[src/rtl/period_meter_if.sv]
// Bundle between the wheel-sensor front end and the period meter:
// enable and sensor level in, measurement results out.
interface period_meter_if #(
  parameter int CNT_W = 24
);
  logic             en;
  logic             pulse_in;
  logic [CNT_W-1:0] period;
  logic             period_valid;
  logic             stopped;
  logic [15:0]      rev_cnt;

  modport master (
    output en,
    output pulse_in,
    input  period,
    input  period_valid,
    input  stopped,
    input  rev_cnt
  );

  modport slave (
    input  en,
    input  pulse_in,
    output period,
    output period_valid,
    output stopped,
    output rev_cnt
  );
endinterface

[src/rtl/period_meter_ctrl.sv]
// Period meter for the velocimeter: detects rising edges of the debounced
// wheel signal, measures the cycle distance between accepted edges with a
// single counter, rejects glitch edges closer than MIN_PERIOD, declares the
// wheel stopped after TIMEOUT cycles without an edge and counts revolutions.
module period_meter_ctrl #(
  parameter int CNT_W      = 24,
  parameter int TIMEOUT    = 10000000,
  parameter int MIN_PERIOD = 1000
) (
  input  logic          clk,
  input  logic          rst_n,
  period_meter_if.slave bus
);

  localparam logic [CNT_W-1:0] TIMEOUT_C = CNT_W'(TIMEOUT);
  localparam logic [CNT_W-1:0] MIN_C     = CNT_W'(MIN_PERIOD);
  localparam logic [CNT_W-1:0] ONE_C     = CNT_W'(1);

  typedef enum logic [1:0] {
    IDLE       = 2'd0,
    WAIT_FIRST = 2'd1,
    MEASURE    = 2'd2
  } state_t;

  state_t           state_p0, state_d;
  logic [CNT_W-1:0] cnt_p0, cnt_d;
  logic [CNT_W-1:0] period_p0, period_d;
  logic             vld_p0, vld_d;
  logic             stopped_p0, stopped_d;
  logic [15:0]      rev_cnt_p0, rev_cnt_d;
  logic             prev_p0;
  logic             rise;

  // Counter advance clamped at TIMEOUT so the count can never run past it.
  function automatic logic [CNT_W-1:0] sat_inc(input logic [CNT_W-1:0] v);
    if (v >= TIMEOUT_C) return TIMEOUT_C;
    else                return v + ONE_C;
  endfunction

  assign rise = bus.pulse_in & ~prev_p0;

  // Next-state and measurement decisions; en low overrides everything.
  always_comb begin
    state_d   = state_p0;
    cnt_d     = cnt_p0;
    period_d  = period_p0;
    vld_d     = 1'b0;
    stopped_d = stopped_p0;
    rev_cnt_d = rev_cnt_p0;
    if (!bus.en) begin
      state_d   = IDLE;
      cnt_d     = '0;
      stopped_d = 1'b1;
    end else begin
      case (state_p0)
        IDLE: begin
          cnt_d   = '0;
          state_d = WAIT_FIRST;
        end
        WAIT_FIRST: begin
          if (rise) begin
            cnt_d     = ONE_C;
            rev_cnt_d = rev_cnt_p0 + 16'd1;
            state_d   = MEASURE;
          end
        end
        MEASURE: begin
          if (rise && (cnt_p0 >= MIN_C)) begin
            // Accepted edge closes the period, even when it lands on TIMEOUT.
            period_d  = cnt_p0;
            vld_d     = 1'b1;
            stopped_d = 1'b0;
            rev_cnt_d = rev_cnt_p0 + 16'd1;
            cnt_d     = ONE_C;
          end else if (rise) begin
            // Residual glitch: keep counting as if it never happened.
            cnt_d = sat_inc(cnt_p0);
          end else if (cnt_p0 == TIMEOUT_C) begin
            period_d  = '0;
            vld_d     = 1'b1;
            stopped_d = 1'b1;
            cnt_d     = '0;
            state_d   = WAIT_FIRST;
          end else begin
            cnt_d = sat_inc(cnt_p0);
          end
        end
        default: begin
          state_d = IDLE;
          cnt_d   = '0;
        end
      endcase
    end
  end

  // Stage p0: state, counter, edge history and registered outputs.
  always_ff @(posedge clk) begin
    if (!rst_n) begin
      state_p0   <= IDLE;
      cnt_p0     <= '0;
      period_p0  <= '0;
      vld_p0     <= 1'b0;
      stopped_p0 <= 1'b1;
      rev_cnt_p0 <= '0;
      prev_p0    <= 1'b0;
    end else begin
      state_p0   <= state_d;
      cnt_p0     <= cnt_d;
      period_p0  <= period_d;
      vld_p0     <= vld_d;
      stopped_p0 <= stopped_d;
      rev_cnt_p0 <= rev_cnt_d;
      prev_p0    <= bus.pulse_in;
    end
  end

  assign bus.period       = period_p0;
  assign bus.period_valid = vld_p0;
  assign bus.stopped      = stopped_p0;
  assign bus.rev_cnt      = rev_cnt_p0;

endmodule
[src/flat_wrapper.sv]
// flat-port wrapper written by rule: the top's interface ports become plain ports
module period_meter_ctrl_flat 
#(
  parameter int CNT_W      = 24,
  parameter int TIMEOUT    = 10000000,
  parameter int MIN_PERIOD = 1000
)
  (clk, rst_n, bus_en, bus_pulse_in, bus_period, bus_period_valid, bus_stopped, bus_rev_cnt);
  period_meter_if #(.CNT_W(CNT_W)) bus_i ();
  input  logic clk;
  input  logic rst_n;
  input wire logic [$bits(bus_i.en)-1:0] bus_en;
  input wire logic [$bits(bus_i.pulse_in)-1:0] bus_pulse_in;
  output wire logic [$bits(bus_i.period)-1:0] bus_period;
  output wire logic [$bits(bus_i.period_valid)-1:0] bus_period_valid;
  output wire logic [$bits(bus_i.stopped)-1:0] bus_stopped;
  output wire logic [$bits(bus_i.rev_cnt)-1:0] bus_rev_cnt;
  assign bus_i.en = bus_en;
  assign bus_i.pulse_in = bus_pulse_in;
  assign bus_period = bus_i.period;
  assign bus_period_valid = bus_i.period_valid;
  assign bus_stopped = bus_i.stopped;
  assign bus_rev_cnt = bus_i.rev_cnt;
  period_meter_ctrl #(.CNT_W(CNT_W), .TIMEOUT(TIMEOUT), .MIN_PERIOD(MIN_PERIOD)) u_core (.clk(clk), .rst_n(rst_n), .bus(bus_i));
endmodule
[config.mk]
export PLATFORM = sky130hd
export DESIGN_NAME = period_meter_ctrl_flat
export DESIGN_NICKNAME = d
export VERILOG_FILES = /design/src/rtl/period_meter_if.sv /design/src/rtl/period_meter_ctrl.sv /design/src/flat_wrapper.sv
export SDC_FILE = /design/constraint.sdc
export NUM_CORES = 1
export LEC_CHECK = 0
export CAP_MARGIN = 5
export CELL_PAD_IN_SITES_DETAIL_PLACEMENT = 1
export CELL_PAD_IN_SITES_GLOBAL_PLACEMENT = 2
export CORE_MARGIN = 3
export CORE_UTILIZATION = 36
export DETAILED_ROUTE_END_ITERATION = 6
export PLACE_DENSITY = 0.83
export SYNTH_ARGS = -nofsm -noshare
export SYNTH_HDL_FRONTEND = slang
export SYNTH_SLANG_ARGS = --single-unit
export TNS_END_PERCENT = 30
[constraint.sdc]
create_clock -name clk -period 3.8 [get_ports clk]
set_input_delay 0.76 -clock clk [delete_from_list [all_inputs] [get_ports clk]]
set_output_delay 0.76 -clock clk [all_outputs]
set_load 0.01 [all_outputs]
==> results of run 1 <==
stage by stage:
step                std cells  hold slack [ns]  setup WS, ns
finish                    526            0.480          1.11
global route              526            0.495         0.869
CTS                       526            0.482          1.09
detailed placement        510            0.457         0.817
global placement          510            0.457         0.923
floorplan                 379            0.494          1.64
report_power, final:
part           internal (uW)  switching [uW]  leakage, uW
clock network            386             293     0.000112
logic                   13.0            26.7     0.000742
registers                725            2.39     0.000556
cells by family (layout without fill, tap and decap cells):
logic type      count (synthesis)  in the layout
flops                          69             69
simple gates                  164            164
mux                             1              1
buf+inv                        41             80
fa+ha+maj                       6              6
compound gates                 83             83
xor+xnor                       15             15
cell usage after synthesis, drive strengths merged, types with 3 or more instances:
master,count
clkbuf,15
a31oi,4
a22o,26
nor2,20
and3,4
a21oi,9
ha,6
dfxtp,69
o311ai,6
a21o,3
nor4,10
o22ai,3
and2,20
o211ai,5
xor2,6
nand2,38
or2,4
inv,14
nor3,10
nor2b,3
xnor2,9
o21ai,12
nand4,16
buf,12
nand3,29
o31ai,4
cell type report:
| cell class | instances | area share, % |
|---|---|---|
| timing repair buffer | 50 | 12.1 |
| inverter | 14 | 1.30 |
| multi-input combinational | 269 | 43.6 |
| clock buffer | 10 | 3.40 |
| clock inverter | 6 | 2.13 |
| tap | 108 | 3.34 |
| sequential | 69 | 34.1 |
per-layer routing:
metal  global-route usage (%)  share of wire, %  wire length [um]  vias to the layer above
li1                         -                 -                 -                     1446
met1                     23.8                49              4340                     1468
met2                     30.2                47              4150                       50
met3                     3.62               2.9               258                       12
met4                     7.16               1.7               154                        0
met5                        0                 0                 0                        -
sequential cells by signal (all words and copies together), names as in the netlist:
name / cells
u_core.bus.period: 24
u_core.cnt_p0: 24
u_core.bus.rev_cnt: 16
u_core.state_p0: 2
u_core.bus.period_valid: 1
u_core.bus.stopped: 1
u_core.prev_p0: 1
how the worst max path moves through the flow:
stage	endpoint	slack, ns	start	cells after the start
after floorplan	u_core.cnt_p0[4]	1.64	bus_pulse_in	7
after global placement	u_core.bus.period[11]	0.92	bus_pulse_in	6
after detailed placement	u_core.bus.period[20]	0.82	bus_pulse_in	6
after CTS	u_core.bus.period[9]	1.09	u_core.cnt_p0[11]	6
after global routing	u_core.bus.period[1]	0.87	u_core.cnt_p0[11]	6
final	u_core.bus.period[3]	1.11	u_core.cnt_p0[11]	6
critical path, stage by stage, from the launching register on:
cell and delay, ns:
dfxtp_1 0.38, nor4_1 0.45, and4_1 0.42, a21oi_2 0.15, nor2_1 0.20, o21a_1 0.79
a22o_1 0.24
==> flow_summary.rst, run 1 <==
.. list-table::
   :header-rows: 1

   * - Metric
     - Value
   * - Outcome
     - finished, final reports clean
   * - Via count of the first global-routing pass
     - 3,080
   * - Synthesized area per cell
     - 8.77 um2
   * - Peak clock frequency supported by timing
     - 372 MHz
   * - Post-detailed-routing wire length
     - 8900 um
   * - Fraction of the yosys area taken by sequential cells
     - 41.6%
   * - Post-CTS setup-driven buffer insertion count
     - 0
   * - Number of antenna-violating nets in the routed design
     - 0
   * - Post-cts hold buffer count
     - 0
   * - Number of top-level pins
     - 46
   * - Post-synthesis to final-layout area growth
     - 21.8%
   * - Starting density of the core
     - 37.6%
   * - Mapped Nets
     - 389
   * - Nature of the critical path startpoint
     - flop
   * - Cell count of the worst reg-to-reg path
     - 6
   * - Summed instance area of the synthesized netlist
     - 3320 um2
   * - Dominant synthesized flop cell
     - dfxtp_1
   * - Post-Synth XOR/XNOR Area
     - 3.95%
   * - Detailed-route vias per instance
     - 5.66
   * - Cell area after placement
     - 3820 um2
   * - GRT Total Usage
     - 18.4%
   * - DR WL/cell
     - 16.9 um
   * - Largest area contributor in the synthesized netlist
     - dfxtp_1
   * - Final standard cell utilization of the core
     - 45.7%
   * - Synth async-reset ratio
     - 0%
   * - Fraction of the mapped netlist area in adder cells
     - 2.26%
   * - Required time at the endpoint of the critical path
     - 4.09 ns
   * - Multi-input gate area in the final layout
     - 1770 um2
   * - Maximum number of pins on one net before global-route repair
     - 25
   * - Library cells used by synthesis
     - 55
   * - Fraction of synthesized cell area taken by the top area cell type
     - 41.6%
   * - Vias post-DR
     - 2,976
   * - Global route total overflow
     - 0
   * - Number of fill cells
     - 1,025
   * - Source of the worst register-to-register timing path
     - u_core.cnt_p0[11]
   * - Deepest clock path buffer count
     - 2
   * - IO buf count
     - 45
   * - HPWL Detailed
     - 6430 um
   * - Share of synthesized cell area in and, or, nand and nor gates
     - 26.7%
   * - Most common library cell in the layout ignoring fill and taps
     - dfxtp_1
   * - Share of final-layout standard cells stronger than drive strength 1
     - 8.85%
   * - Iteration count of the initial detailed-routing pass
     - 4
   * - Most used cells in the layout excluding fill and tap cells
     - dfxtp_1 (69), clkdlybuf4s50_1 (45), nand2_1 (37)
   * - Area inside the core boundary
     - 8850 um2
   * - Synth Register Bits
     - 69
   * - Critical Path Sink Type
     - flop
   * - Initial antenna violation count
     - 0
   * - Pwr dens
     - 357 nW/um2
   * - Top post-synthesis cells by area
     - dfxtp_1 (42%), a22o_1 (6.9%), nand3_1 (4.4%), nand2_1 (4.2%), and2_1 (3.8%)
   * - Maximum level of the CTS H-tree
     - 3
   * - Max-slew violation total from the final report
     - 0
   * - Violation count after the first detailed-route iteration
     - 84
   * - Routability congestion estimate
     - 0.808
   * - Largest fanout of any net on the critical path
     - 24
   * - Setup slack of the worst register-to-register path
     - 1.11 ns
   * - Category of the most critical setup path
     - flop to flop
   * - PnR Total Power
     - 1450 uW
   * - Number of sinks handled by clock tree synthesis
     - 69
   * - Clock skew
     - 0.0111 ns
   * - Wire length of the first global-routing pass
     - 15,200 um
   * - Class of the tightest hold or removal check
     - flop to flop
   * - EDFF count, synth
     - 0
   * - FF/Latch Area
     - 1380 um2
   * - Hold Path End
     - u_core.bus.period[4]
   * - Yosys Warn Count
     - 0
   * - Die Wd
     - 102 um
   * - Worst min-delay path startpoint
     - u_core.bus.period[4]
   * - Final instance area
     - 4050 um2
   * - Dominant combinational cell family by area after synthesis
     - simple AND/OR/NAND/NOR gates
   * - Maximum vdd drop
     - 0.174 mV
   * - Area of the die
     - 10,400 um2
   * - Unrepaired setup endpoints after global routing
     - false
   * - Clock network latency to the later pin of the worst-skew pair
     - 0.35 ns
   * - Fraction of the mapped netlist area in compound gates
     - 19.8%
   * - Fin crit period
     - 2.69 ns
   * - Ant diodes
     - 0
   * - Number of remaining DRC errors
     - 0
   * - Root Buffer
     - clkbuf_8
   * - Post-CTS sizing
     - 0
   * - Proportion of synthesized area in mux cells
     - 0.301%
   * - Cell count after synthesis
     - 379
   * - Worst max-slew margin expressed relative to the limit
     - 36.4%
   * - Worst-path clk slew
     - 0.07 ns
   * - Actual transition at the worst max-transition pin
     - 0.954 ns
   * - Die height
     - 102 um
   * - FF-to-FF End
     - u_core.bus.period[3]
   * - Final Net Count
     - 423
   * - TritonCTS clock tree
     - yes
   * - Final-layout setup total negative slack
     - 0 ns
   * - Final count of negative-setup-slack endpoints
     - 0
   * - Core Rows
     - 34
   * - Data arrival time at the worst-slack endpoint
     - 2.98 ns
   * - Total count of hold-check failures in the final report
     - 0
   * - Number of max-cap violations
     - 0
   * - Hold Path Cell Cnt
     - 1
   * - Final worst-path cycle share
     - 70.8%
   * - Number of clock buffers inserted by TritonCTS
     - 9
   * - Leak Pwr
     - 0.00141 uW
(Power assumes the default switching activity.)
==> run 2, diff against run 1 <==
CORE_UTILIZATION = 30   (was 36)
PLACE_DENSITY = 0.74   (was 0.83)
clock period = 2.2 ns   (was 3.8 ns; I/O delays follow)
==> flow_summary.rst, run 2 (same netlist as run 1, synthesis figures left out) <==
.. list-table::
   :header-rows: 1

   * - Metric
     - Value
   * - Via count of the first global-routing pass
     - 3,271 (was 3,080)
   * - Area inside the core boundary
     - 10,600 um2 (was 8850 um2)
   * - Class of the tightest hold or removal check
     - flop to flop (unchanged)
   * - Required time at the endpoint of the critical path
     - 2.48 ns (was 4.09 ns)
   * - Hold Path End
     - u_core.bus.period[6] (was u_core.bus.period[4])
   * - Number of remaining DRC errors
     - 0 (unchanged)
   * - Deepest clock path buffer count
     - 2 (unchanged)
   * - Int Pwr
     - 2160 uW (was 1120 uW)
   * - Pwr dens
     - 608 nW/um2 (was 357 nW/um2)
   * - Post-detailed-routing wire length
     - 10,300 um (was 8900 um)
   * - Clock skew
     - 0.00955 ns (was 0.0111 ns)
   * - Instance count on the critical path
     - 8 (was 6)
   * - Share of final-layout standard cells stronger than drive strength 1
     - 20.2% (was 8.85%)
   * - Final count of negative-setup-slack endpoints
     - 0 (unchanged)
   * - Die Wd
     - 111 um (was 102 um)
   * - P_sw
     - 608 uW (was 322 uW)
   * - Final instance area
     - 4560 um2 (was 4050 um2)
   * - Outcome
     - finished, final reports clean (unchanged)
   * - Maximum level of the CTS H-tree
     - 3 (unchanged)
   * - HPWL Detailed
     - 7300 um (was 6430 um)
   * - Final Net Count
     - 470 (was 423)
   * - Area of the die
     - 12,400 um2 (was 10,400 um2)
   * - Number of antenna-violating nets in the routed design
     - 0 (unchanged)
   * - Cell Chain, Critical Path
     - nor4_1 > and4_4 > buf_4 > nand3_1 > a21oi_2 > clkdlybuf4s15_2 > o21ai_0 > o211ai_1 (was nor4_1 > and4_1 > a21oi_2 > nor2_1 > o21a_1 > a22o_1)
   * - Number of sinks handled by clock tree synthesis
     - 69 (unchanged)
   * - Wire length of the first global-routing pass
     - 16,800 um (was 15,200 um)
   * - Hold Path Cell Cnt
     - 1 (unchanged)
   * - Most used cells in the layout excluding fill and tap cells
     - dfxtp_1 (67), buf_4 (48), clkdlybuf4s50_1 (45) (was dfxtp_1 (69), clkdlybuf4s50_1 (45), nand2_1 (37))
   * - Peak clock frequency supported by timing
     - 480 MHz (was 372 MHz)
   * - Clock network latency to the later pin of the worst-skew pair
     - 0.36 ns (was 0.35 ns)
   * - Crit path largest cell delay
     - 0.40 ns (was 0.79 ns)
   * - Starting density of the core
     - 31.5% (was 37.6%)
   * - Worst-path clk slew
     - 0.08 ns (was 0.07 ns)
   * - Routability congestion estimate
     - 0.840 (was 0.808)
   * - Total buffers and inverters traversed by the critical path
     - 2 (was 0)
   * - TritonCTS clock tree
     - yes (unchanged)
   * - Number of max-cap violations
     - 0 (unchanged)
   * - Number of clock buffers inserted by TritonCTS
     - 9 (unchanged)
   * - Maximum vdd drop
     - 0.236 mV (was 0.174 mV)
   * - Number of top-level pins
     - 46 (unchanged)
   * - Most common library cell in the layout ignoring fill and taps
     - dfxtp_1 (unchanged)
   * - Core Rows
     - 37 (was 34)
   * - GRT Total Usage
     - 16.8% (was 18.4%)
   * - Category of the most critical setup path
     - flop to flop (unchanged)
   * - Cell family with most CP delay
     - simple AND/OR/NAND/NOR gates (was compound AO/OA/AOI/OAI gates)
   * - DR WL/cell
     - 17.1 um (was 16.9 um)
   * - Data arrival time at the worst-slack endpoint
     - 2.37 ns (was 2.98 ns)
   * - Global route total overflow
     - 0 (unchanged)
   * - Portion of total power attributed to the clock network
     - 51.5% (was 47.0%)
   * - Source of the worst register-to-register timing path
     - u_core.cnt_p0[10] (was u_core.cnt_p0[11])
   * - Unrepaired setup endpoints after global routing
     - true (was false)
   * - Root Buffer
     - clkbuf_8 (unchanged)
   * - Ant diodes
     - 0 (unchanged)
   * - IO buf count
     - 45 (unchanged)
   * - Post-synthesis to final-layout area growth
     - 37.3% (was 21.8%)
   * - Max-slew violation total from the final report
     - 0 (unchanged)
   * - Cell area after placement
     - 4230 um2 (was 3820 um2)
   * - Place WS
     - -0.0831 ns (was 0.817 ns)
   * - Initial antenna violation count
     - 0 (unchanged)
   * - Vias post-DR
     - 3,117 (was 2,976)
   * - Worst max-slew margin expressed relative to the limit
     - 72.3% (was 36.4%)
   * - Leak Pwr
     - 0.00170 uW (was 0.00141 uW)
   * - Power share of the combinational group
     - 3.2% (was 2.7%)
   * - Cell count of the worst reg-to-reg path
     - 8 (was 6)
   * - Final standard cell utilization of the core
     - 43.2% (was 45.7%)
   * - Iteration count of the initial detailed-routing pass
     - 4 (unchanged)
   * - Sequential fraction of design power
     - 45.3% (was 50.3%)
   * - FF-to-FF End
     - u_core.cnt_p0[10] (was u_core.bus.period[3])
   * - Die height
     - 111 um (was 102 um)
   * - Setup slack of the worst register-to-register path
     - 0.12 ns (was 1.11 ns)
   * - Violation count after the first detailed-route iteration
     - 130 (was 84)
   * - Critical Path Sink Type
     - flop (unchanged)
   * - Final worst-path cycle share
     - 94.6% (was 70.8%)
   * - Nature of the critical path startpoint
     - flop (unchanged)
   * - Slowest-stage cell, CP
     - dfxtp_1 (was o21a_1)
   * - Total count of hold-check failures in the final report
     - 0 (unchanged)
   * - PnR Total Power
     - 2770 uW (was 1450 uW)
   * - Largest fanout of any net on the critical path
     - 7 (was 24)
   * - Detailed-route vias per instance
     - 5.19 (was 5.66)
   * - Fraction of power spent switching nets
     - 21.9% (was 22.3%)
   * - Actual transition at the worst max-transition pin
     - 0.412 ns (was 0.954 ns)
   * - Fin crit period
     - 2.08 ns (was 2.69 ns)
   * - Final setup slack of the worst path
     - 0.118 ns (was 1.11 ns)
   * - Worst min-delay path startpoint
     - u_core.bus.period[6] (was u_core.bus.period[4])
   * - Maximum number of pins on one net before global-route repair
     - 25 (unchanged)
-- run 2: how the worst max path moves through the flow --
stage	from	endpoint	slack, ns
3_5_place_dp	bus_en	u_core.bus.rev_cnt[13]	-0.08
3_3_place_gp	bus_en	u_core.bus.rev_cnt[7]	-0.04
6_report	u_core.cnt_p0[10]	u_core.cnt_p0[10]	0.12
5_1_grt	u_core.cnt_p0[10]	u_core.bus.period[1]	-0.06
2_1_floorplan	u_core.cnt_p0[13]	u_core.cnt_p0[3]	0.14
4_1_cts	u_core.cnt_p0[16]	u_core.cnt_p0[17]	0.005
-- run 2: through the flow --
stage	hold WS, ns	cells	TNS, ns
after detailed placement	0.456	583	-0.381
final	0.481	601	0
after CTS	0.483	599	0
after global placement	0.457	583	-0.0979
after floorplan	0.494	379	0
after global routing	0.507	601	-1.24
-- run 2: per-layer routing --
metal  track usage (%)  wire (um)  part of all wire (%)  vias to the layer above
li1                  -          -                     -                     1536
met1              21.7       4970                    48                     1524
met2              27.7       4880                    47                       45
met3              3.49        283                   2.8                       12
met4              5.84        151                   1.5                        0
met5                 0          0                     0                        -
-- run 2: final cells by class --
class / instances / area, um2
clock buffers: 9 / 124
clock inverters: 7 / 146
fillers: 1237 / 5990
inverters: 14 / 52.6
multi-input cells: 269 / 1800
flip-flops and latches: 69 / 1380
well taps: 136 / 170
repair buffers: 97 / 882
-- run 2: power by group through the flow --
stage	Sequential [uW]	Clock, uW	Combinational, uW
finish	1250	1430	88.3
global route	1260	1530	97.7
CTS	1260	1460	88.2
detailed placement	1280	0	87.5
global placement	1280	0	86.1
floorplan	1280	0	43.4
-- run 2: what timing repair did --
action / 4_1_cts / 5_1_grt
resized for setup: 0 / 11
hold buffers: 0 / 0
setup endpoints to repair: 0 / 50
setup buffers: 0 / 1
==> run 3, diff against run 2 <==
TNS_END_PERCENT = 20   (was 30)
==> results of run 3 <==
No change in the layout: final DEF, timing and power equal those of run 2.
